## config.mk

```make
export PLATFORM = sky130hd
export DESIGN_NAME = tacky_fetch
export DESIGN_NICKNAME = d
export VERILOG_FILES = /design/src/rtl/tacky_pkg.sv /design/src/rtl/tacky_fetch_fifo.sv /design/src/rtl/tacky_fetch.sv
export SDC_FILE = /design/constraint.sdc
export NUM_CORES = 1
export LEC_CHECK = 0
export ABC_AREA = 1
export CAP_MARGIN = 20
export CORE_UTILIZATION = 50
export DETAILED_ROUTE_END_ITERATION = 10
export HOLD_SLACK_MARGIN = 0.15
export PLACE_DENSITY_LB_ADDON = 0.3
export SLEW_MARGIN = 30
export SYNTH_ARGS = -nofsm -noshare
export SYNTH_HDL_FRONTEND = slang
export SYNTH_SLANG_ARGS = --single-unit
```

## constraint.sdc

```tcl
create_clock -name clk -period 3.7 [get_ports clk]
set_clock_uncertainty 0.2 [all_clocks]
set_input_delay 0.74 -clock clk [delete_from_list [all_inputs] [get_ports clk]]
set_output_delay 0.74 -clock clk [all_outputs]
set_load 0.005 [all_outputs]
```

## src/rtl/tacky_pkg.sv

```systemverilog
// tacky_pkg: shared definitions for the Tacky processor front end.
//   WORD            instruction word width
//   OPC_HI/OPC_LO   opcode field position inside a word
//   OP_PRE          opcode of the "pre" prefix instruction
//   PFX_W           width of the prefix payload (word bits [7:0])
//   fetch_state_e   fetch stage state encoding (FETCH / HALTED)
package tacky_pkg;

  localparam int WORD   = 16;
  localparam int OPC_HI = 15;
  localparam int OPC_LO = 11;
  localparam int OPC_W  = OPC_HI - OPC_LO + 1;
  localparam int PFX_W  = 8;

  localparam logic [OPC_W-1:0] OP_PRE = 5'b10001;

  typedef enum logic [0:0] {
    FETCH  = 1'b0,
    HALTED = 1'b1
  } fetch_state_e;

  function automatic logic [OPC_W-1:0] opcode_of(input logic [WORD-1:0] w);
    return w[OPC_HI:OPC_LO];
  endfunction

  function automatic logic [PFX_W-1:0] prefix_of(input logic [WORD-1:0] w);
    return w[PFX_W-1:0];
  endfunction

  function automatic logic is_pre(input logic [WORD-1:0] w);
    return (opcode_of(w) == OP_PRE);
  endfunction

endpackage

```

## src/rtl/tacky_fetch_fifo.sv

```systemverilog
// tacky_fetch_fifo: small synchronous FIFO with flush, occupancy count and
// a head word read straight out of the storage registers.
//   clk, reset   clock, synchronous active-high reset (clears storage too)
//   push/push_data  write an entry (ignored when full)
//   pop          remove the head (ignored when empty)
//   flush        drop every entry; wins over push/pop in the same cycle
//   head         entry at the head of the queue
//   valid        registered non-empty flag
//   count        current occupancy, 0..DEPTH
module tacky_fetch_fifo #(
  parameter int DEPTH = 4,
  parameter int W     = 16
) (
  input  logic                     clk,
  input  logic                     reset,
  input  logic                     push,
  input  logic [W-1:0]             push_data,
  input  logic                     pop,
  input  logic                     flush,
  output logic [W-1:0]             head,
  output logic                     valid,
  output logic [$clog2(DEPTH):0]   count
);

  localparam int PW = $clog2(DEPTH);

  logic [W-1:0]  mem_r [DEPTH];
  logic [PW-1:0] wr_ptr_r;
  logic [PW-1:0] rd_ptr_r;
  logic [PW:0]   count_r;
  logic [PW:0]   count_nxt_s;
  logic          valid_r;
  logic          do_push_s;
  logic          do_pop_s;

  // Qualify push/pop against full/empty and compute the next occupancy.
  always_comb begin
    do_push_s   = push && (count_r != (PW+1)'(DEPTH));
    do_pop_s    = pop && valid_r;
    count_nxt_s = count_r;
    case ({do_push_s, do_pop_s})
      2'b10:   count_nxt_s = count_r + (PW+1)'(1);
      2'b01:   count_nxt_s = count_r - (PW+1)'(1);
      default: count_nxt_s = count_r;
    endcase
  end

  // Storage, pointers, occupancy and the registered non-empty flag.
  always_ff @(posedge clk) begin
    if (reset) begin
      wr_ptr_r <= {PW{1'b0}};
      rd_ptr_r <= {PW{1'b0}};
      count_r  <= {(PW+1){1'b0}};
      valid_r  <= 1'b0;
      for (int i = 0; i < DEPTH; i++) begin
        mem_r[i] <= {W{1'b0}};
      end
    end else if (flush) begin
      wr_ptr_r <= {PW{1'b0}};
      rd_ptr_r <= {PW{1'b0}};
      count_r  <= {(PW+1){1'b0}};
      valid_r  <= 1'b0;
    end else begin
      if (do_push_s) begin
        mem_r[wr_ptr_r] <= push_data;
        wr_ptr_r        <= wr_ptr_r + PW'(1);
      end
      if (do_pop_s) begin
        rd_ptr_r <= rd_ptr_r + PW'(1);
      end
      count_r <= count_nxt_s;
      valid_r <= (count_nxt_s != (PW+1)'(0));
    end
  end

  assign head  = mem_r[rd_ptr_r];
  assign valid = valid_r;
  assign count = count_r;

endmodule

```

## src/rtl/tacky_fetch.sv

```systemverilog
// tacky_fetch: instruction fetch stage of the Tacky multi-cycle processor.
// Reads instruction memory ahead of decode into a DEPTH-entry FIFO and hands
// words to decode with a valid/ready handshake, tagged with their PC.
//   clk, reset              clock, synchronous active-high reset
//   imem_rd, imem_addr      read strobe/address; data returns next cycle
//   imem_data               returned instruction word
//   redirect, redirect_pc   taken jump/branch from execute (one-cycle pulse)
//   halt_req                stop issuing reads (stage parks in HALTED)
//   ir_valid, ir, ir_pc     head entry towards decode
//   ir_pre_valid, ir_pre    fused prefix carried by the head entry
//   ir_ready                decode accepts the head this cycle
// Build option: define TACKY_FETCH_PRE_FUSE_EN to fold "pre" words into the
// following instruction; otherwise they are delivered as plain words and the
// prefix outputs stay 0.
module tacky_fetch
  import tacky_pkg::*;
#(
  parameter int DEPTH = 4,
  parameter int AW    = 16
) (
  input  logic             clk,
  input  logic             reset,
  output logic             imem_rd,
  output logic [AW-1:0]    imem_addr,
  input  logic [WORD-1:0]  imem_data,
  input  logic             redirect,
  input  logic [AW-1:0]    redirect_pc,
  input  logic             halt_req,
  output logic             ir_valid,
  output logic [WORD-1:0]  ir,
  output logic [AW-1:0]    ir_pc,
  output logic             ir_pre_valid,
  output logic [PFX_W-1:0] ir_pre,
  input  logic             ir_ready
);

  localparam int EW = WORD + AW + 1 + PFX_W;
  localparam int CW = $clog2(DEPTH) + 1;

  fetch_state_e     state_r;
  fetch_state_e     state_nxt_s;
  logic [AW-1:0]    fetch_pc_r;
  logic             inflight_r;
  logic [AW-1:0]    inflight_pc_r;
  logic             kill_r;
  logic             issue_s;
  logic             pop_s;
  logic             ret_ok_s;
  logic             push_s;
  logic             push_pre_valid_s;
  logic [PFX_W-1:0] push_pre_s;
  logic [EW-1:0]    push_data_s;
  logic [EW-1:0]    head_s;
  logic [CW-1:0]    count_s;
  logic             fifo_valid_s;
  logic [CW:0]      need_s;
  logic             room_s;

  assign pop_s = fifo_valid_s && ir_ready;

  // Credit check: the slot a new read will need next cycle must exist after
  // this cycle's return (inflight) and this cycle's pop are accounted for.
  always_comb begin
    need_s = {1'b0, count_s} + {{CW{1'b0}}, inflight_r} - {{CW{1'b0}}, pop_s};
    room_s = (need_s < (CW+1)'(DEPTH));
  end

  // Next-state and issue decision.
  always_comb begin
    state_nxt_s = state_r;
    issue_s     = 1'b0;
    case (state_r)
      FETCH: begin
        if (halt_req) begin
          state_nxt_s = HALTED;
        end else begin
          state_nxt_s = FETCH;
        end
        if (!reset && !halt_req && !redirect && room_s) begin
          issue_s = 1'b1;
        end else begin
          issue_s = 1'b0;
        end
      end
      HALTED: begin
        state_nxt_s = HALTED;
        issue_s     = 1'b0;
      end
      default: begin
        state_nxt_s = FETCH;
        issue_s     = 1'b0;
      end
    endcase
  end

  assign imem_rd   = issue_s;
  assign imem_addr = issue_s ? fetch_pc_r : {AW{1'b0}};

  // State, fetch PC and in-flight read tracking.
  always_ff @(posedge clk) begin
    if (reset) begin
      state_r       <= FETCH;
      fetch_pc_r    <= {AW{1'b0}};
      inflight_r    <= 1'b0;
      inflight_pc_r <= {AW{1'b0}};
      kill_r        <= 1'b0;
    end else begin
      state_r <= state_nxt_s;
      if (redirect) begin
        fetch_pc_r <= redirect_pc;
      end else if (issue_s) begin
        fetch_pc_r <= fetch_pc_r + AW'(1);
      end
      inflight_r <= issue_s;
      if (issue_s) begin
        inflight_pc_r <= fetch_pc_r;
      end
      // Reads are never issued in a redirect cycle, so this only guards the
      // one return slot following a redirect.
      kill_r <= redirect && inflight_r;
    end
  end

  // A returning word is usable unless it belongs to the pre-redirect stream.
  assign ret_ok_s = inflight_r && !kill_r && !redirect;

`ifdef TACKY_FETCH_PRE_FUSE_EN
  logic             pre_pending_r;
  logic [PFX_W-1:0] pre_reg_r;
  logic             ret_is_pre_s;

  assign ret_is_pre_s = is_pre(imem_data);

  // Prefix words are absorbed; the next real instruction carries the prefix.
  always_comb begin
    push_s           = ret_ok_s && !ret_is_pre_s;
    push_pre_valid_s = pre_pending_r;
    if (pre_pending_r) begin
      push_pre_s = pre_reg_r;
    end else begin
      push_pre_s = {PFX_W{1'b0}};
    end
  end

  // Pending prefix register; a newer prefix overwrites an older one.
  always_ff @(posedge clk) begin
    if (reset) begin
      pre_pending_r <= 1'b0;
      pre_reg_r     <= {PFX_W{1'b0}};
    end else if (redirect) begin
      pre_pending_r <= 1'b0;
    end else if (ret_ok_s && ret_is_pre_s) begin
      pre_pending_r <= 1'b1;
      pre_reg_r     <= prefix_of(imem_data);
    end else if (push_s) begin
      pre_pending_r <= 1'b0;
    end
  end
`else
  // Without fusion every returned word is an ordinary instruction.
  always_comb begin
    push_s           = ret_ok_s;
    push_pre_valid_s = 1'b0;
    push_pre_s       = {PFX_W{1'b0}};
  end
`endif

  assign push_data_s = {imem_data, inflight_pc_r, push_pre_valid_s, push_pre_s};

  tacky_fetch_fifo #(
    .DEPTH (DEPTH),
    .W     (EW)
  ) u_fifo (
    .clk       (clk),
    .reset     (reset),
    .push      (push_s),
    .push_data (push_data_s),
    .pop       (pop_s),
    .flush     (redirect),
    .head      (head_s),
    .valid     (fifo_valid_s),
    .count     (count_s)
  );

  assign ir_valid     = fifo_valid_s;
  assign ir           = head_s[EW-1 -: WORD];
  assign ir_pc        = head_s[PFX_W+1 +: AW];
  assign ir_pre_valid = head_s[PFX_W];
  assign ir_pre       = head_s[PFX_W-1:0];

endmodule

```

### Word-level counts from Yosys, hierarchy flattened

Memory sizes are Yosys's and may differ from the RTL's. A register that Yosys moved wholly into a read port is not among the register bits.
Index checks and enable logic that the tools add are counted.

* eq/ne operators: 3
* muxes and demuxes: 19
* bitwise operators: 1
* reductions and logical operators: 17
* add/sub/neg operators: 7
* order comparisons: 1

Operators with widths (number)
* 16-bit 2-to-1 mux: 3
* 32-bit 2-to-1 mux: 1
* 32-bit OR reduction: 1
* 16-bit by 1-bit adder with 16-bit output (second input constant): 1
* 1-bit logical AND: 9
* 1-bit 2-to-1 mux: 9
* 2-bit 2-to-1 mux: 3
* 3-bit case mux with 2 select lines: 1
* 2-bit by 1-bit adder with 2-bit output (second input constant): 2
* 3-bit by 1-bit adder with 4-bit output: 1
* 1-bit logical NOT: 4
* 4-bit by 3-bit less-than comparator with 1-bit output (second input constant): 1
* 1-bit case mux with 2 select lines: 2
* 4-bit by 1-bit subtractor with 4-bit output: 1
* 3-bit by 1-bit adder with 3-bit output (second input constant): 1
* 3-bit != test (second input constant): 1
* 3-bit nonzero test: 1
* 3-bit by 1-bit subtractor with 3-bit output (second input constant): 1
* 2-bit by 1-bit == test with 1-bit output (second input constant): 1
* 2-bit == test (second input constant): 1
* 2-bit nonzero test: 1
* 2-bit OR reduction: 1
* 1-bit inverter: 1

* register bits: 43
* word-level logic and storage cells: 58
* output and inout bits: 59
* memory bits (writable): 128
* memories: 1

Memory list
* u_fifo.mem_r: depth 4, bits a word 32, read ports 1, clocked after memory_dff 1, write ports 4, line tacky_fetch_fifo.sv:27 `logic [W-1:0] mem_r [DEPTH];`

### Depth between registers and ports, before layout

* depth after elaboration: 10
* mapped depth: 17
* mapped depth without buffers: 16

### Cells and area by module

A second synthesis with hierarchy kept.

* cells, all modules: 1025
* area, all modules: 9599.2 um2

By module, submodules not included
* tacky_fetch_fifo: cells an instance 703, seq. area each 5124.9 um2, area an instance 7566.0 um2, times used 1
* tacky_fetch: cells an instance 322, seq. area each 700.7 um2, area an instance 2033.2 um2, times used 1

### Worst setup path after synthesis

Ideal clock, no wire load.

* path kind: input-to-reg
* start point: input redirect
* end point: memory u_fifo.mem_r[1][0] (netlist name) (enable)
* stages on the path: 3
* required time: 3.034 ns
* data arrival time: 3.378 ns
* setup time: 0.466 ns
* slack: -0.344 ns
* cells stage by stage: nor3_4 o31ai_4 o21ai_0

RTL lines
* from (decl): line tacky_fetch.sv:26 `input logic redirect,`
* to (decl): line tacky_fetch_fifo.sv:27

### Worst setup path after layout

* start point: register u_fifo.count_r[0], in the netlist u_fifo.count[0]
* end point: output imem_addr[5]

* longest elaborated chain between the ends: 7

RTL lines
* from (decl): line tacky_fetch_fifo.sv:30 `logic [PW:0] count_r;`
* from (signal assigned): line tacky_fetch_fifo.sv:53 `count_r <= {(PW+1){1'b0}};`
* from (signal assigned): line tacky_fetch_fifo.sv:61 `count_r <= {(PW+1){1'b0}};`
* from (signal assigned): line tacky_fetch_fifo.sv:71 `count_r <= count_nxt_s;`
* 3-bit by 1-bit adder with 4-bit output: line tacky_fetch.sv:64 `need_s = {1'b0, count_s} + {{CW{1'b0}}, inflight_r} - {{CW{1'b0}}, pop_s};`
* 4-bit by 1-bit subtractor with 4-bit output: line tacky_fetch.sv:64
* 4-bit by 3-bit less-than comparator with 1-bit output: line tacky_fetch.sv:65 `room_s = (need_s < (CW+1)'(DEPTH));`
* 1-bit logical AND: line tacky_fetch.sv:79 `if (!reset && !halt_req && !redirect && room_s) begin`
* 1-bit 2-to-1 mux: line tacky_fetch.sv:79
* 1-bit case mux with 2 select lines: line tacky_fetch.sv:72 `case (state_r)`
* 16-bit 2-to-1 mux: line tacky_fetch.sv:97 `assign imem_addr = issue_s ? fetch_pc_r : {AW{1'b0}};`
* to (decl): line tacky_fetch.sv:24 `output logic [AW-1:0] imem_addr,`

No other way between the ends.

==> summary.md <==
| Metric | Value |
|---|---|
| Starting Density | `between 50% and 60%` |
| Nature of the critical path endpoint | `primary output` |
| Synth cell types | `36` |
| Layout cells sized above 1 | `about 17%` |
| Total core area | `15400 µm²` |
| Fin Setup TNS | `0 ps` |
| Total power | `about 4.3 mW` |
| CTS tree | `yes` |
| Critical path depth in cells | `16` |
| Clock transition at path regs | `60 ps` |
| Via count | `6369` |
| CP delay by family, top | `buffers and inverters` |
| DR iter-0 viols | `463` |
| H-tree depth | `4` |
| Yosys top cell area share | `48.3%` |
| Post-layout util | `65.2%` |
| Syn Area/Cell | `9.20 µm²` |
| Run status | `complete, no violations` |
| Placed insts | `1161` |
| Worst Reg2Reg Path Length in Cells | `14` |
| Crit path buf inv count | `7` |
| Synthesis warning total | `0` |
| Pre-CTS worst setup slack | `-398 ps` |
| Main flop type after synthesis | `edfxtp_1` |
| Critical-path maximum fanout | `8` |
| Die width | `128 µm` |
| Fmax | `~0.3 GHz` |
| WL final | `slightly below 20000 µm` |
| Min Tclk post-route | `3400 ps` |
| Period utilisation layout | `91.9%` |
| Routability cong. | `0.836` |
| Vias/cell | `5.31` |
| Die H | `128 µm` |
| Fin. Hold Viols | `0` |
| Final cell count without fillers | `1200` |
| GR Overflow Total | `0` |
| Vias in the first global route | `6245` |
| Slowest cell on crit path | `dfxtp_1` |
| Pwr/cell area | `428 nW/µm²` |
| Io pins | `96` |
| Cts bufs inserted | `17` |
| Setup Viol. Count Final | `0` |
| CTS Hold Bufs | `0` |
| DRC errors left | `0` |
| Antenna viol nets, final | `0` |
| CP endpoint | `imem_addr[5]` |
| Setup CP Type | `reg2out` |
| FP Rows | `45` |
| Clock latency on the worst-skew pair | `430 ps` |
| Worst-margin pin slew | `approximately 910 ps` |
| CP arrival | `2460 ps` |
| Nets@finish | `1019` |
| Initial antenna violation count | `0` |
| Slew headroom | `roughly two fifths` |
| Clock Path Buffers | `2` |
| Most common cell in the netlist | `nor2_1` |
| Most frequent cell on the critical path | `nand2_2` |
| Max cap viols | `0` |
| First-pass iteration count of the detailed router | `5` |
| WL/cell | `around 16 µm` |
| Worst hold path class | `reg2reg` |
| Hold Slack | `263 ps` |
| # port buffers | `between 80 and 90` |
| Worst path cell trace | `inv_1 -> ha_4 -> inv_4 -> ha_4 -> nand2_4 -> inv_2 -> nand2_2 -> nand2_2 -> nand2_2 -> nand2_4 -> nor2_4 -> buf_12 -> buf_12 -> nand2_2 -> inv_2 -> clkbuf_2` |
| Slack of the critical path | `about 300 ps` |
| Design area | `10000 µm²` |
| Crit path required time | `2760 ps` |
| Die area | `16400 µm²` |
| Synth Instances | `865` |
| Worst vdd ir | `0.000370 V` |
| Synth area leaders | `edfxtp_1, dfxtp_1, nor2_1` |
| Largest net degree at the start of global routing | `65` |
| Area delta synth->final | `25.9%` |
| Crit start category | `flip-flop` |
| R2r setup slk | `between 800 and 900 ps` |
| EDFF count, synth | `128` |
| Peak per-stage delay on the critical path | `420 ps` |
| CTS root buf | `clkbuf_16` |
| Most common library cells after synthesis | `nor2_1, nand2_1, edfxtp_1, inv_1, o21ai_0` |
| Critical Path Source | `u_fifo.count[0]$_SDFF_PP0_` |
| Max Slew Vio Count | `0` |
| Global-route usage over all layers | `24.6%` |
| Area leader, netlist | `edfxtp_1` |
| Asr flop ratio synth | `0%` |
| First-pass GRT wire length | `30700 µm` |
| CTS sink cnt | `173` |
| DP HPWL | `11500 µm` |
| Cell area after placement | `9230 µm²` |
| Antenna diodes | `0` |
| Leakage power | `about 4.1 nW` |
| Post-Syn Area | `7960 µm²` |
| #FFs+latches synth | `around 170` |
| RSZ-0062 raised after global routing | `false` |
| End of the worst register-to-register path | `fetch_pc_r[10]$_SDFFE_PP0P_` |
| Register area share after synthesis | `roughly 60%` |
| R2R Path Start | `u_fifo.count[2]$_SDFF_PP0_` |
[layout make-up]
cell class                      instances  area (µm²)
Clock inverter                          7        98.8
Fill cell                            1194        5350
Tap cell                              211         264
Timing Repair Buffer                  135        1260
Clock buffer                           25         528
Sequential cell                       173        4750
Inverter                               93         352
Multi-Input combinational cell        556        2780
[per-layer routing]
metal  GRT usage (%)  up-vias  part of all wire, %
met5               0        -                    0
met4            11.8        0                  2.5
li1                -     3071                    -
met1            29.9     3004                   42
met3            4.63       50                  6.5
met2            42.2      244                   49
[worst min path at each step]
stage          slack, ps  cells past startpoint                            from                              to
3_5_place_dp         260                      2  inflight_pc_r[12]$_SDFFE_PP0P_  inflight_pc_r[12]$_SDFFE_PP0P_
4_1_cts              260                      2  inflight_pc_r[12]$_SDFFE_PP0P_  inflight_pc_r[12]$_SDFFE_PP0P_
5_1_grt              280                      2   inflight_pc_r[3]$_SDFFE_PP0P_   inflight_pc_r[3]$_SDFFE_PP0P_
6_report             260                      2   inflight_pc_r[3]$_SDFFE_PP0P_   inflight_pc_r[3]$_SDFFE_PP0P_
3_3_place_gp         250                      2  inflight_pc_r[14]$_SDFFE_PP0P_  inflight_pc_r[14]$_SDFFE_PP0P_
2_1_floorplan        240                      2   inflight_pc_r[0]$_SDFFE_PP0P_   inflight_pc_r[0]$_SDFFE_PP0P_
[what timing repair did]
| item | CTS | global route |
|---|---|---|
| buffers inserted | 8 | 0 |
| cloned | 1 | 0 |
| setup endpoints to repair | 17 | 17 |
| gates resized for setup | 80 | 44 |
| pin swaps | 3 | 4 |
[flip-flops by register name (all words and copies together) (netlist names), named ones only]
name and count:
u_fifo.mem_r 128, fetch_pc_r 16, inflight_pc_r 16, u_fifo.count 3
u_fifo.rd_ptr_r 2, u_fifo.wr_ptr_r 2, inflight_r 1, kill_r 1
state_r 1, u_fifo.valid 1
[cells in the final DEF (no fill, tap or decap), types with 2 or more instances in the layout]
master,synthesis,final
clkbuf_16,0,19
nand2_1,133,112
conb_1,1,9
dfxtp_1,45,44
nor2_4,13,13
nor2_2,2,2
ha_4,0,2
o22ai_1,32,32
buf_2,2,10
clkinv_4,0,3
xor2_1,3,3
buf_12,0,8
bufinv_16,0,2
nand2_2,0,9
clkbuf_8,0,3
clkdlybuf4s50_1,0,68
buf_4,11,40
clkbuf_1,30,3
ha_1,5,3
inv_1,86,73
buf_6,4,2
nand4_1,4,4
or2_2,6,6
nand2_4,1,13
nand3_1,30,29
nor2_1,186,186
nand3_2,2,3
inv_2,6,18
a21oi_1,36,35
clkbuf_2,1,6
nor3_1,14,14
edfxtp_1,128,128
o21ai_0,71,70
inv_4,0,3
[worst reg2reg max path, delay by kind of cell, from the launching register on]
kind	cells	cell delay [ps]
compound gates	2	390
fa+ha+maj	1	400
buf+inv	6	790
flops	1	360
simple gates	5	610
[where the power goes]
group	switching, mW	total [mW]	leakage, nW	internal, mW
combinational	0.140	0.257	2.08	0.118
clock	0.719	1.85	0.309	1.13
sequential	0.0357	2.18	1.69	2.14
total	0.895	4.29	4.08	3.39
[logic make-up (layout without fill, tap and decap cells)]
group / count (synthesis) / count (layout) / synth area share [%]
other cells: 1 / 9 / 0.0471
xor+xnor: 4 / 4 / 0.440
buf+inv: 144 / 260 / 7.73
compound gates: 144 / 144 / 9.87
simple gates: 393 / 393 / 21.3
flops: 173 / 173 / 59.6
fa+ha+maj: 6 / 6 / 1.04
Note: power is estimated with default switching activity, not from simulation.
